**config.mk**
```make
export PLATFORM = sky130hd
export DESIGN_NAME = mix_columns_seq
export DESIGN_NICKNAME = d
export VERILOG_FILES = /design/src/rtl/mix_columns_seq.sv
export SDC_FILE = /design/constraint.sdc
export NUM_CORES = 1
export LEC_CHECK = 0
export CAP_MARGIN = 10
export CORE_ASPECT_RATIO = 0.75
export CORE_MARGIN = 2
export CORE_UTILIZATION = 25
export DETAILED_ROUTE_END_ITERATION = 8
export HOLD_SLACK_MARGIN = 0.03
export PLACE_DENSITY = 0.46
export SLEW_MARGIN = 20
export SYNTH_ARGS = -nofsm -noshare
export SYNTH_HDL_FRONTEND = slang
export SYNTH_SLANG_ARGS = --single-unit
```
**constraint.sdc**
```tcl
create_clock -name clk -period 5.2 [get_ports clk]
set_input_delay 1.04 -clock clk [delete_from_list [all_inputs] [get_ports clk]]
set_output_delay 1.04 -clock clk [all_outputs]
set_load 0.01 [all_outputs]
```
**src/rtl/mix_columns_seq.sv**
```systemverilog
// AES MixColumns stage: captures one 16-byte state and mixes COLS_PER_CYCLE columns per clock.
// Optional MIXCOL_INV_EN adds the inv_mode port and InvMixColumns coefficients.
module mix_columns_seq #(
    parameter int COLS_PER_CYCLE = 1
) (
    input  logic         clk,
    input  logic         n_rst,
    input  logic         in_valid,
    output logic         in_ready,
    input  logic [127:0] state_in,
    input  logic         last_round,
`ifdef MIXCOL_INV_EN
    input  logic         inv_mode,
`endif
    output logic         out_valid,
    input  logic         out_ready,
    output logic [127:0] state_out
);

    // state   | meaning
    // S_IDLE  | waiting for a state from shift_row
    // S_BUSY  | mixing columns r_col_cnt.. into r_result
    // S_DONE  | holding r_out until add_round_key takes it
    typedef enum logic [1:0] {S_IDLE, S_BUSY, S_DONE} state_t;

    state_t         r_fsm;
    logic [1:0]     r_col_cnt;
    logic [127:0]   r_state;
    logic [127:0]   r_result;
    logic [127:0]   r_out;
    logic           r_in_ready;
    logic           r_out_valid;
`ifdef MIXCOL_INV_EN
    logic           r_inv;
`endif
    logic [127:0]   w_result_nxt;
    logic           w_last_col;

    function automatic logic [7:0] xt(input logic [7:0] b);
        return {b[6:0], 1'b0} ^ (b[7] ? 8'h1b : 8'h00);
    endfunction

    function automatic logic [31:0] mix_fwd(input logic [31:0] c);
        logic [7:0] a [4];
        logic [7:0] d [4];
        logic [31:0] r;
        r = '0;
        for (int i = 0; i < 4; i++) begin
            a[i] = c[31-8*i -: 8];
            d[i] = xt(a[i]);
        end
        for (int i = 0; i < 4; i++) begin
            r[31-8*i -: 8] = d[i] ^ d[(i+1)%4] ^ a[(i+1)%4] ^ a[(i+2)%4] ^ a[(i+3)%4];
        end
        return r;
    endfunction

`ifdef MIXCOL_INV_EN
    // 9/b/d/e built from x2, x4, x8 so no generic GF multiplier is needed
    function automatic logic [31:0] mix_inv(input logic [31:0] c);
        logic [7:0] m9 [4];
        logic [7:0] mb [4];
        logic [7:0] md [4];
        logic [7:0] me [4];
        logic [7:0] a, x2, x4, x8;
        logic [31:0] r;
        r = '0;
        for (int i = 0; i < 4; i++) begin
            a     = c[31-8*i -: 8];
            x2    = xt(a);
            x4    = xt(x2);
            x8    = xt(x4);
            m9[i] = x8 ^ a;
            mb[i] = x8 ^ x2 ^ a;
            md[i] = x8 ^ x4 ^ a;
            me[i] = x8 ^ x4 ^ x2;
        end
        for (int i = 0; i < 4; i++) begin
            r[31-8*i -: 8] = me[i] ^ mb[(i+1)%4] ^ md[(i+2)%4] ^ m9[(i+3)%4];
        end
        return r;
    endfunction
`endif

    always_comb begin
        w_result_nxt = r_result;
        for (int k = 0; k < COLS_PER_CYCLE; k++) begin
            int idx;
            idx = int'(r_col_cnt) + k;
`ifdef MIXCOL_INV_EN
            w_result_nxt[127-32*idx -: 32] = r_inv ? mix_inv(r_state[127-32*idx -: 32])
                                                   : mix_fwd(r_state[127-32*idx -: 32]);
`else
            w_result_nxt[127-32*idx -: 32] = mix_fwd(r_state[127-32*idx -: 32]);
`endif
        end
    end

    assign w_last_col = (r_col_cnt == 2'(4 - COLS_PER_CYCLE));

    always_ff @(posedge clk or negedge n_rst) begin
        if (!n_rst) begin
            r_fsm       <= S_IDLE;
            r_col_cnt   <= '0;
            r_state     <= '0;
            r_result    <= '0;
            r_out       <= '0;
            r_in_ready  <= 1'b0;
            r_out_valid <= 1'b0;
`ifdef MIXCOL_INV_EN
            r_inv       <= 1'b0;
`endif
        end else begin
            case (r_fsm)
                S_IDLE: begin
                    if (in_valid && r_in_ready) begin
                        r_state    <= state_in;
                        r_in_ready <= 1'b0;
`ifdef MIXCOL_INV_EN
                        r_inv      <= inv_mode;
`endif
                        if (last_round) begin
                            r_result    <= state_in;
                            r_out       <= state_in;
                            r_out_valid <= 1'b1;
                            r_fsm       <= S_DONE;
                        end else begin
                            r_col_cnt <= '0;
                            r_fsm     <= S_BUSY;
                        end
                    end else begin
                        r_in_ready <= 1'b1;
                    end
                end
                S_BUSY: begin
                    r_result <= w_result_nxt;
                    if (w_last_col) begin
                        r_out       <= w_result_nxt;
                        r_out_valid <= 1'b1;
                        r_col_cnt   <= '0;
                        r_fsm       <= S_DONE;
                    end else begin
                        r_col_cnt <= r_col_cnt + 2'(COLS_PER_CYCLE);
                    end
                end
                S_DONE: begin
                    if (out_ready) begin
                        r_out_valid <= 1'b0;
                        r_in_ready  <= 1'b1;
                        r_fsm       <= S_IDLE;
                    end
                end
                default: r_fsm <= S_IDLE;
            endcase
        end
    end

    assign in_ready  = r_in_ready;
    assign out_valid = r_out_valid;
    assign state_out = r_out;

endmodule
```
# Word level (Yosys, flattened, before mapping)
# Index checks and enable logic that the tools add are counted.
[op_classes]
bitwise = 20
add_sub_neg = 3
n_reduce_logical = 12
eq_ne = 8
n_mux = 27
shifts = 3
[op_table]
columns = ["operator", "count"]
rows = [
  ["$pmux W128 S2", 2],
  ["$mux W128", 3],
  ["$shift A32 B33 Y159 const A", 1],
  ["$shiftx A159 B8 Y32", 1],
  ["$shiftx A32 B33 Y159", 1],
  ["$bwmux W128", 1],
  ["$xor A8 B8 Y8", 16],
  ["$neg A8 Y33", 1],
  ["$xor A8 B5 Y8", 4],
  ["$mux W5", 4],
  ["$mux W2", 7],
  ["$ne A2 B2 Y1 const B", 5],
  ["$reduce_and A3 Y1", 3],
  ["$sub A7 B7 Y8 const A", 1],
  ["$mux W1", 6],
  ["$pmux W2 S3", 1],
  ["$reduce_and A5 Y1", 1],
  ["$eq A2 B2 Y1 const B", 2],
  ["$pmux W2 S2", 1],
  ["$reduce_and A2 Y1", 2],
  ["$reduce_and A4 Y1", 1],
  ["$reduce_bool A2 Y1", 2],
  ["$pmux W1 S3", 1],
  ["$reduce_bool A3 Y1", 1],
  ["5 further kinds", 5],
]
[totals]
out_inout_bits = 130
inputBits = 133
reg_bits = 390

# Depth between registers and ports, before layout
# Gate-level depths: netlist of the first run.
[depth]
depth_word = 12
mapped_depth = 11
mapped_depth_nobuf = 7

# Worst setup path after synthesis of the first run
# No wires, ideal clock.
[synth_timing]
path_kind = "reg-to-reg"
start = "reg r_col_cnt[0]"
end = "reg r_result[120]"
path_buffers = 1
t_required_ns = 5.065
setup_time_ns = 0.135
t_arrival_ns = 2.450
path_slack_ns = 2.616
path_stages_with_launch = 7
synth_period_minus_slack_ns = 2.584
path_cell_list = "dfrtp_1 -> buf_6 -> mux4_2 -> xor2_2 -> xor3_1 -> a221oi_1 -> o31ai_1"
[synth_between]
elab_chain_len = 11
word_cells_on_any_way = 31
cone_classes = "add/sub (2); shift (3); mux (6); bitwise (20)"
[synth_rtl]
columns = ["element", "line", "source"]
rows = [
  ["start, declared", "27", "logic [1:0] r_col_cnt;"],
  ["start signal, assigned", "143", "r_col_cnt <= r_col_cnt + 2'(COLS_PER_CYCLE);"],
  ["$sub A7 B7 Y8 *", "94", "w_result_nxt[127-32*idx -: 32] = mix_fwd(r_state[127-32*idx -: 32]);"],
  ["$shiftx A159 B8 Y32", "94", ""],
  ["$mux W5", "40", "return {b[6:0], 1'b0} ^ (b[7] ? 8'h1b : 8'h00);"],
  ["$xor A8 B5 Y8", "40", ""],
  ["$xor A8 B8 Y8 (4 in series)", "53", "r[31-8*i -: 8] = d[i] ^ d[(i+1)%4] ^ a[(i+1)%4] ^ a[(i+2)%4] ^ a[(i+3)%4];"],
  ["$shiftx A32 B33 Y159", "94", ""],
  ["$bwmux W128 *", "94", ""],
  ["$pmux W128 S2 *", "114", "case (r_fsm)"],
  ["end signal, assigned", "123", "r_result <= state_in;"],
  ["end signal, assigned", "136", "r_result <= w_result_nxt;"],
  ["end, declared", "29", "logic [127:0] r_result;"],
]
# Mark *: on every way between the ends. The rest lies on a longest branch, timed or not.
# A chain may end at the register's enable or synchronous reset.

# Worst setup path in the final report of the first run
[layout_timing]
start = "reg r_fsm[1]"
end = "reg r_out[11] (netlist: state_out[11])"
[layout_between]
elab_chain_len = 3
word_cells_on_any_way = 8
cone_classes = "eq/ne (4); mux (1); reduce/logical (3)"
[layout_rtl]
columns = ["element", "line", "source"]
rows = [
  ["start, declared", "26", "state_t r_fsm;"],
  ["start signal, assigned", "103", "r_fsm <= S_IDLE;"],
  ["start signal, assigned", "126", "r_fsm <= S_DONE;"],
  ["start signal, assigned", "129", "r_fsm <= S_BUSY;"],
  ["$eq A2 B1 Y1 or $logic_not A2 Y1 (tied branches)", "114", ""],
  ["$ne A2 B2 Y1 (no line) or $reduce_bool A2 Y1 (tied branches)", "n/a", ""],
  ["$reduce_and A4 Y1 (no line)", "n/a", ""],
  ["end signal, assigned", "124", "r_out <= state_in;"],
  ["end signal, assigned", "138", "r_out <= w_result_nxt;"],
  ["end, declared", "30", "logic [127:0] r_out;"],
]
# Parallel ways exist; a longest one is shown, timed or not.

==> metrics, run 1 <==
antenna diode count=0; Die Width=311.3 um; Final Hold Vio Count=0; crit path DAT=4.10 ns; CTS tree=built; Synth warnings=0; CTS clk-pin slew, worst paths=0.06 ns; Max FO, Critical Path=49; Wirelength per Cell=26.02 um; Final GP Congestion=0.8120; Clock Path Buffers=3; Max Fclk=273.3 MHz; most frequent cells in the layout=dfrtp_1, clkdlybuf4s50_1, nand2_1; startpoint types=register; hold depth=1; Tcrit/Tclk final=0.7037; Tot GR Track Use=0.1865; CP endpoint kind=register; Place WS=1.382 ns; syn_nets=1,603; EDFF count, synth=0; Post-DP HPWL=48.45 mm; DR pass1 iterations=7; IO Port Bufs=262; vias in the first global route=13,810; Slew headroom=0.2745; Total Wirelength=68.99 mm; cell count after synthesis=1,463; final-layout fill cell count=7,035; register area share after synthesis=0.5060; DIE HEIGHT=234.5 um; post-CTS sizing=0; highest-delay cell along the critical path=o22ai_1; first-pass GRT wire length=99.84 mm; Clock Latency Late Sink=0.58 ns; biggest area consumer among synthesized cells=dfrtp_1; total stage count of the critical path=9; die area=0.07298 sq mm; WS Path Type=register to register; RSZ-0062 raised after global routing=false; delay-heaviest family, CP=buffers and inverters; top cell type's share of synthesized area=0.5060; Ports=263; outcome=complete, no violations; drt initial violations=1,241; synth top area cells=dfrtp_1, mux2_2, o31ai_1; ys flop type=dfrtp_1; H-tree depth=2; initial antenna violation count=5; worst slew pin tran=1.087 ns; commonest non-fill, non-tap cell in the layout=dfrtp_1; CP Buf/Inv Count=4; clock tree root buffer cell=clkbuf_16; final core utilization=0.3249; HP Class=register to register; Area Overhead vs Synth=28.64%; Rows=84; synthesized cell area=0.01770 sq mm; Slowest Stage Delay on Critical Path=0.73 ns; post-route ant nets=0; final setup fails=0; drc violations=0; CTS Sinks=358; Core ar.=0.07010 sq mm; Post-synth ARST share=1.000; pin count of the biggest net entering global routing=108; worst r2r path cells=9; crit-path cells=inv_1, ha_4, clkinv_2, buf_4, o22ai_1, nand2_4, buf_4, a21oi_1, a22oi_1; Max Cap Violations=0; CTS Buf Count=42; Layout Skew=0.02667 ns; Post-CTS Setup Bufs=0; setup slack after layout=1.541 ns; overall via count from detail_route=13,570; Tmin final=3.659 ns; layout cell share with drive strength beyond 1=0.1747; Max Slew Vio Count=0; nets@finish=1,817; post-synth cell types=45; routed vias/inst=5.117; Req. time, crit path=5.64 ns; most used cell along the critical path=buf_4; total negative slack=0 ns; Avg Cell Area, Syn=12.10 sq um; post-synthesis register bit count=358; starting density of the core=0.2525; Post-CTS Hold Fix Bufs=0; total grt overflow=0
cell usage after synthesis (4+ instances only):
| library cell | instances |
|---|---|
| dfrtp_1 | 358 |
| nand2_1 | 203 |
| mux2_2 | 128 |
| o31ai_1 | 120 |
| clkbuf_1 | 115 |
| nor2_1 | 68 |
| a221oi_1 | 47 |
| a22oi_1 | 39 |
| xnor3_1 | 38 |
| a222oi_1 | 36 |
| o211ai_1 | 36 |
| o21a_1 | 36 |
| mux4_2 | 31 |
| o21ai_0 | 29 |
| a22o_1 | 26 |
| a21o_1 | 25 |
| o21ai_1 | 17 |
| a221oi_2 | 13 |
| xor2_1 | 12 |
| inv_1 | 10 |
| xnor2_1 | 8 |
| a21oi_1 | 7 |
| and2_1 | 7 |
| ha_1 | 7 |
| buf_2 | 5 |
| xor2_2 | 5 |
| xor3_1 | 5 |
| a221o_1 | 4 |
| nor3_1 | 4 |
stage by stage:
| stage | std cells | instance area, sq um | hold WS (ns) |
|---|---|---|---|
| 2_1_floorplan | 1463 | 17700 | 0.4485 |
| 3_3_place_gp | 2579 | 21390 | 0.4600 |
| 3_5_place_dp | 2579 | 21390 | 0.4671 |
| 4_1_cts | 2652 | 22770 | 0.4787 |
| 5_1_grt | 2652 | 22770 | 0.5027 |
| 6_report | 2652 | 22770 | 0.4764 |
sequential cells by signal, indices dropped and copies added, names as in the netlist:
register   count
in_ready       1
out_valid      1
r_fsm          2
r_result      96
r_state      128
r_col_cnt      2
state_out    128
worst paths after layout:
| check | start | to | slack, ns |
|---|---|---|---|
| min in group asynchronous | n_rst | state_out[87] | 0.58 |
| max in group asynchronous | n_rst | r_result[48] | 3.42 |
| worst max register to register | r_fsm[1] | state_out[11] | 1.54 |
| worst max-delay path | r_fsm[1] | state_out[11] | 1.54 |
| worst min register to register | state_out[19] | state_out[19] | 0.48 |
| worst min-delay path | state_out[19] | state_out[19] | 0.48 |
cells by family (layout without fill, tap and decap cells):
logic type                 after synthesis  after routing  share of synthesized area
DFF                                    358            358                     0.5060
xor gates and xnor gates                73             73                    0.07605
muxes                                  161            161                     0.1229
buffers and inverters                  138            381                    0.03223
adders and majority gates                7              7                   0.004947
and+or+nand+nor                        287            287                    0.06276
AOI/OAI and AO/OA                      439            439                     0.1951
per-layer routing:
| metal | GRT usage | vias to the layer above | part of all wire |
|---|---|---|---|
| li1 | - | 5969 | - |
| met1 | 0.2735 | 7057 | 0.48 |
| met2 | 0.2778 | 472 | 0.43 |
| met3 | 0.04554 | 65 | 0.068 |
| met4 | 0.03789 | 8 | 0.015 |
| met5 | 0 | - | 0.00070 |
layout make-up:
cell class / count / area, sq um / share of cell area
timing repair buffer: 298 / 2960 / 0.1300
tap: 946 / 1184 / 0.05198
inverter: 10 / 38.79 / 0.001703
clock buffer: 60 / 1240 / 0.05445
sequential: 358 / 8961 / 0.3935
multi-input combinational: 967 / 8245 / 0.3621
clock inverter: 13 / 143.9 / 0.006318
Power of run 1 is left out: the tool's default activity adds up to more than one toggle a clock period on the data nets, which glitch-free logic cannot reach.
==> run 2, diff against run 1 <==
==> constraint.sdc (replaced) <==
create_clock -name clk -period 3.6 [get_ports clk]
set_input_delay 0.72 -clock clk [delete_from_list [all_inputs] [get_ports clk]]
set_output_delay 0.72 -clock clk [all_outputs]
set_load 0.01 [all_outputs]
==> run 2 against run 1 <==
Compared with the run above: the run now ends with design-rule violations left; register-to-register slack got worse by 1.3 ns; count of clock-buffer cells in the layout rose by 4; global-route usage barely moved; core utilization rose by 0.28 points; routed wire length rose by 0.18%; sequential share of layout area fell by 0.33 points; via count rose by 1.1%; design area rose by 0.85%; die area did not move; first-iteration DRC count rose by 7.7%; critical path type unchanged; largest cell class unchanged.
==> metrics, run 2 (synthesis results as in run 1) <==
outcome=complete, but fails checks (was complete, no violations); failing checks=design-rule violations; Final Cell Area=0.02297 sq mm (was 0.02277 sq mm); first-pass GRT wire length=100.1 mm (was 99.84 mm); CP endpoint kind=register (unchanged); Max FO, Critical Path=15 (was 49); Slew headroom=0.3946 (was 0.2745); Die Width=311.3 um (unchanged); CTS tree=built (unchanged); vias in the first global route=13,920 (was 13,810); DIE HEIGHT=234.5 um (unchanged); Core ar.=0.07010 sq mm (unchanged); Wirelength per Cell=25.82 um (was 26.02 um); highest-delay cell along the critical path=xnor3_1 (was o22ai_1); post-route ant nets=0 (unchanged); Post-CTS Hold Fix Bufs=0 (unchanged); Post-DP HPWL=48.78 mm (was 48.45 mm); WS Path Type=register to register (unchanged); overall via count from detail_route=13,720 (was 13,570); Layout Skew=0.02922 ns (was 0.02667 ns); clock tree root buffer cell=clkbuf_16 (unchanged); commonest non-fill, non-tap cell in the layout=dfrtp_1 (unchanged); Hold WS=0.1168 ns (was 0.4764 ns); Rows=84 (unchanged); Total Wirelength=69.12 mm (was 68.99 mm); most frequent cells in the layout=dfrtp_1, clkdlybuf4s50_1, nand2_1 (unchanged); Tcrit/Tclk final=0.9383 (was 0.7037); Clock Path Buffers=3 (unchanged); final-layout fill cell count=7,042 (was 7,035); crit-path cells=buf_4, mux4_2, xor2_1, xnor3_1, a222oi_1, o21ai_0 (was inv_1, ha_4, clkinv_2, buf_4, o22ai_1, nand2_4, buf_4, a21oi_1, a22oi_1); CTS Buf Count=41 (was 42); post-CTS sizing=0 (unchanged); Max Slew Vio Count=0 (unchanged); antenna diode count=0 (unchanged); total grt overflow=0 (unchanged); Final GP Congestion=0.8359 (was 0.8120); setup slack after layout=0.2223 ns (was 1.541 ns); IO Port Bufs=262 (unchanged); die area=0.07298 sq mm (unchanged); worst slew pin tran=0.9081 ns (was 1.087 ns); Req. time, crit path=4.01 ns (was 5.64 ns); RSZ-0062 raised after global routing=false (unchanged); dpl cell area=0.02159 sq mm (was 0.02139 sq mm); Place WS=0.3226 ns (was 1.382 ns); layout cell share with drive strength beyond 1=0.1831 (was 0.1747); initial antenna violation count=3 (was 5); FF+latch area=0.008961 sq mm (unchanged); pin count of the biggest net entering global routing=145 (was 108); CTS Sinks=358 (unchanged); Slowest Stage Delay on Critical Path=0.72 ns (was 0.73 ns); nets@finish=1,839 (was 1,817); Tot GR Track Use=0.1866 (was 0.1865); startpoint types=register (unchanged); drt initial violations=1,337 (was 1,241); drc violations=1 (was 0); DR pass1 iterations=9 (was 7); H-tree depth=2 (unchanged); HP Class=input port to async pin (was register to register); total negative slack=0 ns (unchanged); Ports=263 (unchanged); routed vias/inst=5.123 (was 5.117); Tmin final=3.378 ns (was 3.659 ns); Max Cap Violations=0 (unchanged); CTS clk-pin slew, worst paths=0.06 ns (about the same); multi-input logic area=0.008240 sq mm (was 0.008245 sq mm); Area Overhead vs Synth=29.73% (was 28.64%); Max Fclk=296.1 MHz (was 273.3 MHz); starting density of the core=0.2525 (unchanged); final setup fails=0 (unchanged); Post-CTS Setup Bufs=0 (unchanged); crit path DAT=3.79 ns (was 4.10 ns); Clock Latency Late Sink=0.58 ns (about the same); Final Hold Vio Count=0 (unchanged)
==> run 2: path summary, 6_finish.rpt <==
path | from | to | slack (ns) | cells after the start
max | r_col_cnt[0] | state_out[108] | 0.22 | 6
min | n_rst | state_out[85] | 0.12 | 1
max reg2reg | r_col_cnt[0] | state_out[108] | 0.22 | 6
min in group clk | state_out[69] | state_out[69] | 0.48 | 2
min reg2reg | state_out[69] | state_out[69] | 0.48 | 2
max in group asynchronous | n_rst | r_state[71] | 2.47 | 3
==> run 2: layer usage <==
layer / track usage / wire length (um) / vias up
met4: 0.04982 / 1619 / 4
met2: 0.2754 / 29650 / 505
met1: 0.2713 / 33110 / 7124
li1: - / - / 5999
met5: 0 / 25 / -
met3: 0.04554 / 4718 / 83
==> run 2: stage by stage <==
stage               instances  utilization
floorplan                1463            -
global placement         2602       0.3080
detailed placement       2602       0.3080
CTS                      2677       0.3276
global route             2677       0.3276
finish                   2677       0.3276
==> run 2: critical path: cells and delay by family (launching register included) <==
kind / cells / cell delay [ns]
flops: 1 / 0.59
compound gates: 2 / 0.48
buf+inv: 1 / 0.35
xor+xnor: 2 / 1.14
mux: 1 / 0.63
==> run 2: cell type report <==
| class | instances | area share |
|---|---|---|
| flip-flops and latches | 358 | 0.3902 |
| multi-input cells | 967 | 0.3588 |
| repair buffers | 321 | 0.1380 |
| clock buffers | 64 | 0.05372 |
| well taps | 946 | 0.05154 |
| clock inverters | 11 | 0.006047 |
| inverters | 10 | 0.001689 |
Power of run 2 is left out for the same reason.
==> RTL edit (config.mk and constraints of run 1) <==
The option `MIXCOL_INV_EN` is turned on by a define.
--- a/src/rtl/mix_columns_seq.sv
+++ b/src/rtl/mix_columns_seq.sv
@@ -1,5 +1,7 @@
 // AES MixColumns stage: captures one 16-byte state and mixes COLS_PER_CYCLE columns per clock.
 // Optional MIXCOL_INV_EN adds the inv_mode port and InvMixColumns coefficients.
+`define MIXCOL_INV_EN
+
 module mix_columns_seq #(
     parameter int COLS_PER_CYCLE = 1
 ) (
Interface: changed (added inv_mode); port bits go from 263 to 264. No check against the original RTL was run, so the function may have changed too.
==> RTL edit against run 1 <==
Cell count up 29%. Worst setup slack lost 820 ps. Cell area increased by 11%. Sequential cell count grew 6. Wire length rose by 36%. Synthesized area grew 13%.
Power is left out: the tool's default activity adds up to more than one toggle a clock period on the data nets, which glitch-free logic cannot reach.
==> RTL edit: results (changes against run 1) <==
run status finished, final reports clean; syn avg cell area 9.43 µm² (-22%); Worst-Margin Slew 1040 ps (-50.5 ps); vias per cell 5.05 (-1.3%); Placed Instances 3354 (+30%); RD Place Congestion 0.884 (+8.9%); largest net degree at the start of global routing 114 (+5.6%); cell family with the largest share of critical-path delay XOR/XNOR gates; critical path fanouts, max 12 (-76%); WHS Path Cells 2 (+1); Place WS 799 ps (-583 ps); R2R Path Start r_col_cnt[0]$_DFFE_PN0P_; met2 Use GR 0.344 (+0.0665); first-pass GRT wire length 132 mm (+32%); fmax 223 MHz (-18%); arrival time at the worst endpoint 4970 ps (+870 ps); routed wire length 93.7 mm (+36%); Slowest cell on crit path dfrtp_2; layout cells sized above 1 0.0983 (-0.0764); final net count 2492 (+37%); initial antenna violation count 7 (+2); Placed Area 24000 µm² (+12%); hold_ws 472 ps (-4.21 ps); average wire per standard cell 27.3 µm (+5.0%); drt initial violations 2090 (+68%); Synth area leaders dfrtp_1 (46%), nand2_1 (12%), o21ai_0 (6.6%), xnor2_1 (4.8%), xnor3_1 (4.4%); DPL Wire Length 69.8 mm (+44%); M1 wire length 43.6 mm (+31%); hold endpoint r_state[59]$_DFFE_PN0P_; synth cell count leaders nand2_1 (641), dfrtp_1 (364), o21ai_0 (265), clkbuf_1 (123), xnor2_1 (109); number of CTS-inserted buffers 41 (-2.4%); synth unique cells 61 (+36%); met1 Usage GRT 0.327 (+0.0531); crit path to state_out[67]$_DFFE_PN0P_; M3 GR Usage 0.0369 (-0.00867); worst r2r path cells 8 (-1); flop2flop setup slack 720 ps (-820 ps); CP max stage delay 700 ps (-30 ps)
-- RTL edit: worst register-to-register path, delay by kind of cell (launching register included) --
kind                      cells  cell delay [ps]
AOI/OAI and AO/OA             3              980
xor gates and xnor gates      3             1740
buffers and inverters         1              290
DFF                           1              700
muxes                         1              680
-- RTL edit: cell families after synthesis --
| kind of cell | after synthesis | share of synthesized area |
|---|---|---|
| XOR/XNOR | 232 | 0.146 |
| AO/OA/AOI/OAI | 510 | 0.150 |
| flip-flops | 364 | 0.455 |
| multiplexers | 60 | 0.0527 |
| adder cells (fa/ha/maj) | 7 | 0.00438 |
| AND/OR/NAND/NOR | 776 | 0.153 |
| buffers and inverters | 172 | 0.0383 |
-- RTL edit: layout make-up --
class                      instances  area, µm²  share of cell area
tap                             1046       1310              0.0517
clock inverter                    11        111             0.00440
timing repair buffer             347       3310               0.131
sequential                       364       9110               0.360
clock buffer                      61       1220              0.0484
inverter                          12       45.0             0.00178
multi-input combinational       1585      10200               0.403
antenna                            5       12.5            0.000494
